===== src/rtl/board_io_if.sv =====
// Board-side bundle for board_io_ctrl: buttons, MAC results, display.
// slave = controller side, master = board/system side driving it.
interface board_io_if #(
  parameter int N_BTN  = 3,
  parameter int N_MACS = 4,
  parameter int ACC_W  = 16,
  parameter int LED_W  = 4
);
  localparam int NPAGES = 1 + N_MACS * (ACC_W / LED_W);
  localparam int PAGE_W = $clog2(NPAGES);

  logic [N_BTN-1:0]        btn_raw;
  logic [N_BTN-1:0]        btn_level;
  logic [N_BTN-1:0]        btn_press;
  logic [N_BTN-1:0]        btn_release;
  logic                    busy;
  logic [N_MACS-1:0]       valid_in;
  logic [N_MACS*ACC_W-1:0] acc_flat;
  logic                    clear_snap;
  logic                    mode_step;
  logic                    auto_en;
  logic [PAGE_W-1:0]       page;
  logic [N_MACS-1:0]       sticky;
  logic [LED_W-1:0]        led;

  modport slave (
    input  btn_raw, busy, valid_in, acc_flat,
    input  clear_snap, mode_step, auto_en,
    output btn_level, btn_press, btn_release,
    output page, sticky, led
  );

  modport master (
    output btn_raw, busy, valid_in, acc_flat,
    output clear_snap, mode_step, auto_en,
    input  btn_level, btn_press, btn_release,
    input  page, sticky, led
  );
endinterface


===== src/rtl/board_io_ctrl.sv =====
// Board front end: button debounce, result snapshots, paged LED display.
// Ports: clk, rst_n (async low), io (board_io_if.slave bundle).
module board_io_ctrl #(
  parameter int N_BTN           = 3,
  parameter int DEBOUNCE_CYCLES = 125000,
  parameter int N_MACS          = 4,
  parameter int ACC_W           = 16,
  parameter int LED_W           = 4,
  parameter int AUTO_DWELL      = 62500000
) (
  input logic       clk,
  input logic       rst_n,
  board_io_if.slave io
);
  localparam int NIB    = ACC_W / LED_W;
  localparam int NPAGES = 1 + N_MACS * NIB;
  localparam int PAGE_W = $clog2(NPAGES);
  localparam int CNT_W  = $clog2(DEBOUNCE_CYCLES);
  localparam int DW_W   = $clog2(AUTO_DWELL);

  localparam logic [CNT_W-1:0]  CNT_MAX = CNT_W'(DEBOUNCE_CYCLES - 1);
  localparam logic [DW_W-1:0]   DW_MAX  = DW_W'(AUTO_DWELL - 1);
  localparam logic [PAGE_W-1:0] PG_MAX  = PAGE_W'(NPAGES - 1);

  logic [N_BTN-1:0] s1_q, s1_d;
  logic [N_BTN-1:0] s2_q, s2_d;
  logic [N_BTN-1:0] lvl_q, lvl_d;
  logic [N_BTN-1:0] prs_q, prs_d;
  logic [N_BTN-1:0] rel_q, rel_d;
  logic [CNT_W-1:0] cnt_q [N_BTN];
  logic [CNT_W-1:0] cnt_d [N_BTN];

  logic [N_MACS*ACC_W-1:0] snap_q, snap_d;
  logic [N_MACS-1:0]       sticky_q, sticky_d;

  logic [PAGE_W-1:0] page_q, page_d;
  logic [DW_W-1:0]   dwell_q, dwell_d;
  logic              adv;

  logic [LED_W-1:0]        led_q, led_d;
  logic [N_MACS+LED_W-1:0] sticky_pad;

  always_comb begin
    s1_d  = io.btn_raw;
    s2_d  = s1_q;
    lvl_d = lvl_q;
    prs_d = '0;
    rel_d = '0;
    for (int b = 0; b < N_BTN; b++) begin
      cnt_d[b] = '0;
      if (s2_q[b] != lvl_q[b]) begin
        if (cnt_q[b] == CNT_MAX) begin
          lvl_d[b] = s2_q[b];
          prs_d[b] = s2_q[b];
          rel_d[b] = ~s2_q[b];
        end else begin
          cnt_d[b] = cnt_q[b] + CNT_W'(1);
        end
      end
    end
  end

  // Capture beats clear, independently per channel.
  always_comb begin
    snap_d   = snap_q;
    sticky_d = sticky_q;
    for (int c = 0; c < N_MACS; c++) begin
      if (io.valid_in[c]) begin
        snap_d[c*ACC_W +: ACC_W] = io.acc_flat[c*ACC_W +: ACC_W];
        sticky_d[c]              = 1'b1;
      end else if (io.clear_snap) begin
        snap_d[c*ACC_W +: ACC_W] = '0;
        sticky_d[c]              = 1'b0;
      end
    end
  end

  // A manual step and an auto tick in one cycle merge into one advance.
  always_comb begin
    adv     = 1'b0;
    dwell_d = '0;
    if (io.mode_step) begin
      adv = 1'b1;
    end else if (io.auto_en) begin
      if (dwell_q == DW_MAX) begin
        adv = 1'b1;
      end else begin
        dwell_d = dwell_q + DW_W'(1);
      end
    end
    page_d = page_q;
    if (adv) begin
      page_d = (page_q == PG_MAX) ? '0 : page_q + PAGE_W'(1);
    end
  end

  assign sticky_pad = {{LED_W{1'b0}}, sticky_q};

  // Page 1.. walk channel-major, least-significant nibble first.
  always_comb begin
    led_d = '0;
    if (page_q == '0) begin
      led_d[LED_W-1] = io.busy;
      for (int i = 0; i < LED_W - 1; i++) begin
        led_d[i] = sticky_pad[i];
      end
    end else begin
      for (int c = 0; c < N_MACS; c++) begin
        for (int k = 0; k < NIB; k++) begin
          if (page_q == PAGE_W'(1 + c*NIB + k)) begin
            led_d = snap_q[c*ACC_W + k*LED_W +: LED_W];
          end
        end
      end
    end
  end

  always_ff @(posedge clk or negedge rst_n) begin
    if (!rst_n) begin
      s1_q     <= '0;
      s2_q     <= '0;
      lvl_q    <= '0;
      prs_q    <= '0;
      rel_q    <= '0;
      for (int b = 0; b < N_BTN; b++) begin
        cnt_q[b] <= '0;
      end
      snap_q   <= '0;
      sticky_q <= '0;
      page_q   <= '0;
      dwell_q  <= '0;
      led_q    <= '0;
    end else begin
      s1_q     <= s1_d;
      s2_q     <= s2_d;
      lvl_q    <= lvl_d;
      prs_q    <= prs_d;
      rel_q    <= rel_d;
      for (int b = 0; b < N_BTN; b++) begin
        cnt_q[b] <= cnt_d[b];
      end
      snap_q   <= snap_d;
      sticky_q <= sticky_d;
      page_q   <= page_d;
      dwell_q  <= dwell_d;
      led_q    <= led_d;
    end
  end

  assign io.btn_level   = lvl_q;
  assign io.btn_press   = prs_q;
  assign io.btn_release = rel_q;
  assign io.page        = page_q;
  assign io.sticky      = sticky_q;
  assign io.led         = led_q;
endmodule


===== src/flat_wrapper.sv =====
// flat-port wrapper written by rule: the top's interface ports become plain ports
module board_io_ctrl_flat 
#(
  parameter int N_BTN           = 3,
  parameter int DEBOUNCE_CYCLES = 125000,
  parameter int N_MACS          = 4,
  parameter int ACC_W           = 16,
  parameter int LED_W           = 4,
  parameter int AUTO_DWELL      = 62500000
)
  (clk, rst_n, io_btn_raw, io_busy, io_valid_in, io_acc_flat, io_clear_snap, io_mode_step, io_auto_en, io_btn_level, io_btn_press, io_btn_release, io_page, io_sticky, io_led);
  board_io_if #(.N_BTN(N_BTN), .N_MACS(N_MACS), .ACC_W(ACC_W), .LED_W(LED_W)) io_i ();
  input logic clk;
  input logic rst_n;
  input wire logic [$bits(io_i.btn_raw)-1:0] io_btn_raw;
  input wire logic [$bits(io_i.busy)-1:0] io_busy;
  input wire logic [$bits(io_i.valid_in)-1:0] io_valid_in;
  input wire logic [$bits(io_i.acc_flat)-1:0] io_acc_flat;
  input wire logic [$bits(io_i.clear_snap)-1:0] io_clear_snap;
  input wire logic [$bits(io_i.mode_step)-1:0] io_mode_step;
  input wire logic [$bits(io_i.auto_en)-1:0] io_auto_en;
  output wire logic [$bits(io_i.btn_level)-1:0] io_btn_level;
  output wire logic [$bits(io_i.btn_press)-1:0] io_btn_press;
  output wire logic [$bits(io_i.btn_release)-1:0] io_btn_release;
  output wire logic [$bits(io_i.page)-1:0] io_page;
  output wire logic [$bits(io_i.sticky)-1:0] io_sticky;
  output wire logic [$bits(io_i.led)-1:0] io_led;
  assign io_i.btn_raw = io_btn_raw;
  assign io_i.busy = io_busy;
  assign io_i.valid_in = io_valid_in;
  assign io_i.acc_flat = io_acc_flat;
  assign io_i.clear_snap = io_clear_snap;
  assign io_i.mode_step = io_mode_step;
  assign io_i.auto_en = io_auto_en;
  assign io_btn_level = io_i.btn_level;
  assign io_btn_press = io_i.btn_press;
  assign io_btn_release = io_i.btn_release;
  assign io_page = io_i.page;
  assign io_sticky = io_i.sticky;
  assign io_led = io_i.led;
  board_io_ctrl #(.N_BTN(N_BTN), .DEBOUNCE_CYCLES(DEBOUNCE_CYCLES), .N_MACS(N_MACS), .ACC_W(ACC_W), .LED_W(LED_W), .AUTO_DWELL(AUTO_DWELL)) u_core (.clk(clk), .rst_n(rst_n), .io(io_i));
endmodule

===== config.mk =====
export PLATFORM = sky130hd
export DESIGN_NAME = board_io_ctrl_flat
export DESIGN_NICKNAME = d
export VERILOG_FILES = /design/src/rtl/board_io_if.sv /design/src/rtl/board_io_ctrl.sv /design/src/flat_wrapper.sv
export SDC_FILE = /design/constraint.sdc
export NUM_CORES = 1
export LEC_CHECK = 0
export BUFFER_PORTS_ARGS = -buffer_cell sky130_fd_sc_hd__buf_2
export CAP_MARGIN = 10
export CORE_ASPECT_RATIO = 1.2
export CORE_MARGIN = 4
export CORE_UTILIZATION = 60
export CTS_BUF_LIST = sky130_fd_sc_hd__clkbuf_4 sky130_fd_sc_hd__clkbuf_8
export DETAILED_ROUTE_END_ITERATION = 8
export GPL_ROUTABILITY_DRIVEN = 0
export PLACE_DENSITY = 0.82
export SLEW_MARGIN = 10
export SYNTH_ARGS = -nofsm -noshare
export SYNTH_HDL_FRONTEND = slang
export SYNTH_SLANG_ARGS = --single-unit
export TNS_END_PERCENT = 20

===== constraint.sdc =====
create_clock -name clk -period 8.2 [get_ports clk]
set_clock_uncertainty 0.1 [all_clocks]
set_input_delay 0.82 -clock clk [delete_from_list [all_inputs] [get_ports clk]]
set_output_delay 0.82 -clock clk [all_outputs]
set_load 0.02 [all_outputs]

* Word-level counts from Yosys, hierarchy flattened
Cells that the tools add are included.
** Word-level totals
- Flip-flop bits (word level) :: 169
- Input bits :: 77
- Output and inout bits :: 22
- Word-level logic and storage cells :: 112
** Operators by class
- $add $sub $neg :: 5
- Equal/unequal tests :: 23
- Multiplexer cells :: 52
- Bitwise logic cells :: 3
- Reductions and logical operators :: 8
** Operators by type and width (count)
- 17-bit two-way mux :: 6
- 16-bit two-way mux :: 5
- 26-bit two-way mux :: 3
- 4-bit two-way mux :: 17
- 17-bit by 1-bit adder with 17-bit output (second input constant) :: 3
- 17-bit equality test (second input constant) :: 3
- 5-bit by 4-bit equality test with 1-bit output (second input constant) :: 8
- 26-bit by 1-bit adder with 26-bit output (second input constant) :: 1
- 26-bit equality test (second input constant) :: 1
- 5-bit by 3-bit equality test with 1-bit output (second input constant) :: 4
- 1-bit two-way mux :: 20
- 5-bit by 2-bit equality test with 1-bit output (second input constant) :: 2
- 2-bit nonzero test :: 4
- 2-bit AND reduction :: 3
- 5-bit by 1-bit adder with 5-bit output (second input constant) :: 1
- 5-bit by 1-bit equality test with 1-bit output (second input constant) :: 1
- 5-bit equality test (second input constant) :: 1
- 5-bit logical NOT :: 1
- 5-bit two-way mux :: 1
- 1-bit != test :: 3
- 1-bit inverter :: 3

* Logic depth before layout (Yosys ltp)
Gate-level depths: netlist (run 1).
- Depth after elaboration :: 18
- Depth in mapped cells :: 11
- Mapped depth without buffers :: 8

* Worst setup path before layout (run 1)
OpenSTA, ideal clock, no wires.
- Kind :: register to register
- From :: register u_core.page_q[0], in the netlist u_core.io.page[0]
- To :: register u_core.led_q[0], in the netlist u_core.io.led[0]
- Data arrival time :: 2538 ps
- Data required time :: 7978 ps
- Slack :: 5440 ps
- Cell stages (with the launch flop) :: 11
- Cells stage by stage :: dfrtp_1 ha_1 clkbuf_1 clkbuf_1 and3_1 ha_1 clkbuf_1 inv_1 o311ai_0 a21oi_1 a32o_1
** Between the ends
- Cells in the longest elaborated chain, start to end :: 18
** RTL lines
- start, declared :: RTL line board_io_ctrl.sv:36 : logic [PAGE_W-1:0] page_q, page_d;
- start signal, assigned :: RTL line board_io_ctrl.sv:144 : page_q <= page_d;
- 5-bit by 1-bit equality test with 1-bit output :: RTL line board_io_ctrl.sv:110 : if (page_q == PAGE_W'(1 + c*NIB + k)) begin
- 4-bit two-way mux (16 in a row) :: RTL line board_io_ctrl.sv:110
- 4-bit two-way mux (*) :: RTL line board_io_ctrl.sv:102 : if (page_q == '0) begin
- via u_core.led_d[0] :: RTL line board_io_ctrl.sv:40 : logic [LED_W-1:0] led_q, led_d;
- end signal, assigned :: RTL line board_io_ctrl.sv:146 : led_q <= led_d;
- end, declared :: RTL line board_io_ctrl.sv:40
The timed path passes the listed nets; every way through them passes the cells marked *.
A chain may end at the register's enable or synchronous reset.

* Final worst setup path (run 1)
- From :: register u_core.page_q[0], in the netlist u_core.io.page[0]
- To :: register u_core.led_q[2], in the netlist u_core.io.led[2]
Same word-level chain as after synthesis.

==> results of run 1 <==
-- worst reg2reg max path: cells and delay by family (launching register included) --
kind	cells	cell delay, ns
fa+ha+maj	1	0.69
simple gates	2	0.72
buf+inv	1	0.12
compound gates	3	0.54
flops	1	0.45
-- logic make-up after synthesis --
group           synth area share, %
simple gates                  23.98
flops                         51.85
compound gates                10.94
xor+xnor                      7.839
buf+inv                       2.960
fa+ha+maj                     1.381
mux                           1.058
-- through the flow --
stage / hold slack [ns] / area (sq um) / util, % / power, mW / setup slack, ns
after global routing: 0.2631 / 9079 / 68.29 / 2.015 / 5.289
after detailed placement: 0.2363 / 8697 / 65.42 / 1.360 / 5.541
final: 0.2569 / 9079 / 68.29 / 1.913 / 5.510
after CTS: 0.2594 / 9079 / 68.29 / 1.919 / 5.522
after floorplan: 0.2312 / 8157 / - / 1.234 / 5.440
after global placement: 0.2332 / 8697 / 65.42 / 1.350 / 5.643
-- placed cells by master (no fill, tap or decap), drive strengths merged, types with 3 or more instances in the layout --
cell      Yosys  final
a21o          4      4
xnor2        23     23
o22ai         5      5
buf          10     99
and2          3      3
nor2        111    111
a21oi        24     24
clkinv        0      4
nor4          7      7
and3         13     13
dfrtp       169    169
o21ai        60     60
inv          18     23
mux2i         3      3
a22o         16     16
a31oi         3      3
nor2b         5      5
nand3b        3      3
clkinvlp      0      3
nand3        33     33
or4b          3      3
nand2        89     89
a211oi        3      3
nor4b         4      4
nor3          7      7
clkbuf       28     20
o31ai         4      4
nor3b        11     11
nand2b       50     50
a221oi        4      4
mux2          5      5
nand4        22     22
ha            9      9
xor2         50     50
and4          6      6
or3           4      4
-- area by class of cell --
cell class	instances	area, sq um	share of cell area (%)
inverter	18	67.56	0.7442
timing repair buffer	99	504.2	5.554
sequential	169	4229	46.58
tap	168	210.2	2.315
clock inverter	12	106.4	1.171
clock buffer	20	275.3	3.032
multi-input combinational	611	3686	40.60
-- report_power, final --
part | switching [mW] | total [mW] | internal, mW | leakage, nW
combinational | 0.242 | 0.397 | 0.155 | 1.67
sequential | 0.0707 | 0.952 | 0.881 | 2.22
clock | 0.323 | 0.565 | 0.242 | 0.186
total | 0.635 | 1.91 | 1.28 | 4.08
-- registers in the layout (all words and copies together) (netlist names) --
register               flops
u_core.io.btn_release      3
u_core.s1_q                3
u_core.dwell_q            26
u_core.io.page             5
u_core.s2_q                3
u_core.snap_q             64
u_core.io.sticky           4
u_core.io.btn_press        3
u_core.cnt_q              51
u_core.io.btn_level        3
u_core.io.led              4
-- worst paths after layout --
kind	to	cells past startpoint
max reg2reg	u_core.io.led[2]	7
max in group asynchronous	u_core.dwell_q[6]	2
max	u_core.io.led[2]	7
min reg2reg	u_core.s2_q[2]	0
min in group asynchronous	u_core.cnt_q[15]	1
min	u_core.s2_q[2]	0
-- layer usage --
| layer | global-route usage [%] | vias up | wire (um) |
|---|---|---|---|
| met2 | 39.35 | 158 | 8895 |
| met3 | 5.094 | 36 | 795 |
| met1 | 32.61 | 3021 | 7807 |
| li1 | - | 3040 | - |
| met5 | 0 | - | 0 |
| met4 | 9.967 | 0 | 478 |
==> run metrics, run 1 <==
status=finished, final reports clean; clk buf depth=2; DRT Pass-1 Iters=5; slowest CP cell=ha_1; WP buf/inv=1; layout net count=1002; Die Span Y=about 140 um; total wire length=17.98 mm; Critical path origin=u_core.io.page[0]; VDD IR max=119.9 uV; Hold Buf Count CTS=0; Req. time, crit path=8.51 ns; core area=between 0.01 and 0.015 sq mm; Synth Register Bits=169; Distinct cells, synth=69; hpwl dp=12.44 mm; Max-Slew Margin vs Limit=30.33%; Synth Flop Type=dfrtp_1; filler cell count=1026; Synth async-reset ratio=100.0%; wire per inst=16.39 um; 1st-iter DRT viols=roughly 440; GRT Util Overall=24.52%; Die Area=around 0.016 sq mm; Synth area leader=dfrtp_1; Worst Hold Launch=u_core.s1_q[2]; global-route wire length before repair=30.25 mm; vias in the first global route=6255; leakage=slightly above 4 nW; clk root buf=clkbuf_8; RSZ-0062 raised after global routing=false; Pins Over Slew Limit=0; syn_nets=922; R2R Setup Slk=5.51 ns; worst stage delay on the critical path=0.69 ns; Post-CTS Resized=0; Final Hold Fails=0; synthesized instance count=836; Worst Tran Pin Value=roughly 1.0 ns; Syn. warnings=0; PortBufs=98; Max Cap Violations=0; pwr dens=210.7 mW/mm^2; ANT cells=0; I/O pins=99; Post-synth EDFFs=0; maximum operating frequency=0.3718 GHz; Remaining DRCs=0; largest net degree at the start of global routing=121; count leader, synth=dfrtp_1; CTS Buf Count=17; Setup Crit Path Kind=reg2reg; commonest cells in the synthesized netlist=dfrtp_1 (169), nor2_1 (111), nand2_1 (89); Post-CTS Setup Inserts=0; Mapped Area=between 0.008 and 0.009 sq mm; vias=6255; row count=46; layout cells sized above 1=15.72%; Syn-to-layout area delta=11.31%; H-tree levels=4; Seq/Total Area, Yosys=51.85%; Cell Chain, Critical Path=inv_1 > ha_1 > nor2b_1 > a221oi_2 > a311oi_1 > or4_1 > a31oi_1; post-route clock period utilization=32.80%; Setup TNS=0 ns; Syn Area/Cell=9.757 sq um; grt ovf=0; worst path arrival time=3.00 ns; clock latency on the worst-skew pair=0.48 ns; post-route antenna net violation count=0; kind of cell adding the most delay to the critical path=simple AND/OR/NAND/NOR gates; fin cells=roughly 1100; critical path launch point type=flip-flop; post-synth top area share=51.85%; CP Capture Type=flip-flop; dominant cells by area after synthesis=dfrtp_1 (52%), xor2_1 (5.4%), nor2_1 (5.1%); via-per-instance ratio=5.702; TritonCTS sink count=about 170; Chip Width=approximately 110 um; Reg-to-Reg Start=u_core.io.page[0]; initial antenna violation count=0; Initial Utilization=a little over 60%; CTS tree=built; Reg clk slew, reported paths=0.09 ns; CP max FO=25; worst hold path class=reg2reg; fin crit period=about 2.7 ns; dpl cells=1065; final count of negative-setup-slack endpoints=0
Power figures use the tool's default switching activity.
==> run 2: changes to the inputs <==
--- a/config.mk
+++ b/config.mk
@@ -9,11 +9,11 @@
 export CAP_MARGIN = 10
 export CORE_ASPECT_RATIO = 1.2
 export CORE_MARGIN = 4
-export CORE_UTILIZATION = 60
+export CORE_UTILIZATION = 55
 export CTS_BUF_LIST = sky130_fd_sc_hd__clkbuf_4 sky130_fd_sc_hd__clkbuf_8
 export DETAILED_ROUTE_END_ITERATION = 8
 export GPL_ROUTABILITY_DRIVEN = 0
-export PLACE_DENSITY = 0.82
+export PLACE_DENSITY = 0.79
 export SLEW_MARGIN = 10
 export SYNTH_ARGS = -nofsm -noshare
 export SYNTH_HDL_FRONTEND = slang
==> constraint.sdc (replaced) <==
create_clock -name clk -period 2.25 [get_ports clk]
set_clock_uncertainty 0.1 [all_clocks]
set_input_delay 0.225 -clock clk [delete_from_list [all_inputs] [get_ports clk]]
set_output_delay 0.225 -clock clk [all_outputs]
set_load 0.02 [all_outputs]
==> run 2 against run 1 <==
Final area increased by 12%. Largest cell class unchanged. Power increased to 4.0 times the previous value. Register-to-register slack got worse by 5.4 ns. Clock-buffer cell count increased by 5. Combinational power increased to 4.8 times the previous value.
==> run metrics, run 2 (synthesis gave the netlist of run 1 again) <==
Die Span Y=141.4 um; hpwl dp=about 13 mm; CTS Buf Count=17; layout cells sized above 1=17.66%; sequential share of power=between 40 and 50%; layout net count=1099; CP max FO=6; core area=0.01447 sq mm; Pins Over Slew Limit=0; TritonCTS sink count=169; dpl cells=approximately 1100; Chip Width=between 100 and 150 um; worst path arrival time=2.42 ns; Remaining DRCs=0; final count of negative-setup-slack endpoints=0; CP Capture Type=flip-flop; worst hold path class=in2reg; vias=6692; clock latency on the worst-skew pair=0.46 ns; total wire length=around 19 mm; Final Hold Fails=0; Setup Crit Path Kind=reg2reg; CTS tree=built; I/O pins=slightly below 100; row count=48; post-route clock period utilization=a little over nine tenths; Worst Tran Pin Value=between 0.5 and 0.6 ns; global-route wire length before repair=32.75 mm; max reg flops=64; clk buf depth=2; share of power burned in the clock network=30.5%; Setup TNS=0 ns; Max-Slew Margin vs Limit=62.12%; sw frac=a little under a third; VDD IR max=399.3 uV; grt ovf=0; status=finished, final reports clean; vias in the first global route=6799; filler cell count=roughly 1000; DRT Pass-1 Iters=7; wire per inst=15.75 um; via-per-instance ratio=5.463; GRT Util Overall=23.99%; commonest cells after routing, fill and taps aside=dfrtp_1 (167), nor2_1 (110), buf_2 (97); fin cells=between 1000 and 1500; clk root buf=clkbuf_8; maximum operating frequency=0.4671 GHz; P_int=~5.3 mW; initial antenna violation count=0; Register Area=0.004232 sq mm; Die Area=0.01685 sq mm; fin crit period=2.141 ns; Final Hold Slack=approximately 0.084 ns; RSZ-0062 raised after global routing=true; multi-input logic area=0.003724 sq mm; pwr dens=748.4 mW/mm^2; Largest regs=u_core.snap_q x64, u_core.cnt_q x51, u_core.dwell_q x26; switching power=2.288 mW; Syn-to-layout area delta=24.79%; critical path launch point type=flip-flop; H-tree levels=4; 1st-iter DRT viols=approximately 570; most common cell after layout, fill and taps aside=dfrtp_1; leakage=4.567 nW; largest net degree at the start of global routing=60; placed inst area=between 0.009 and 0.01 sq mm; Req. time, crit path=2.53 ns; Layout Utilization=between 70% and 80%; ANT cells=0; post-route antenna net violation count=0; fin area=0.01018 sq mm; Largest Register=u_core.snap_q; Comb power frac=approximately 25%; PortBufs=slightly below 100; Initial Utilization=56.35%; Max Cap Violations=0; Reg clk slew, reported paths=0.08 ns
[run 2: per-layer routing]
layer / GRT usage (%) / up-vias / routed length (um)
li1: - / 3232 / -
met1: 30.15 / 3239 / 8170
met3: 5.383 / 35 / 893
met4: 8.298 / 0 / 458
met5: 0 / - / 0
met2: 41.02 / 186 / 9766
[run 2: worst paths after layout]
path                                   start                 to  slack (ns)  cells past startpoint
setup reg to reg           u_core.io.page[0]   u_core.io.led[2]        0.11                      8
max in group asynchronous              rst_n  u_core.snap_q[63]        1.20                      3
min in group asynchronous              rst_n   u_core.cnt_q[22]        0.21                      2
setup / recovery           u_core.io.page[0]   u_core.io.led[2]        0.11                      8
hold reg to reg               u_core.s1_q[0]     u_core.s2_q[0]        0.26                      0
hold / removal                    io_auto_en  u_core.io.page[4]        0.08                      3
[run 2: through the flow]
stage	power, mW	worst slack, ns
floorplan	4.550	-0.01992
global placement	5.159	0.08496
detailed placement	5.192	0.01368
CTS	7.611	0.04102
global route	8.005	-0.05080
finish	7.617	0.1093
[run 2: cell type report]
type / count / share of cell area (%)
repair buffers: 196 / 14.42
multi-input cells: 611 / 36.58
well taps: 200 / 2.459
clock inverters: 6 / 1.106
clock buffers: 25 / 3.196
flip-flops and latches: 169 / 41.57
inverters: 18 / 0.6638
[run 2: repair_timing]
action                     in CTS  in global routing
gates resized for setup         1                  5
setup endpoints to repair       1                  3
hold buffers                   69                  0
setup buffers                   0                  0
hold endpoints to repair      124                  0
[run 2: critical path, cell delays in order, from the launching register on]
cell and delay (ns):
dfrtp_2 0.43, inv_1 0.09, ha_1 0.28, buf_4 0.17
nor2b_1 0.12, o21ai_0 0.12, o21ai_0 0.09, or4_1 0.49
a31oi_1 0.17
[run 2: power by group through the flow]
stage          registers, mW  clock network, mW  logic (mW)
3_3_place_gp            3.43                  0        1.73
6_report                3.38               2.32        1.92
2_1_floorplan           3.47                  0        1.08
3_5_place_dp            3.43                  0        1.76
5_1_grt                 3.40               2.52        2.09
4_1_cts                 3.37               2.37        1.86
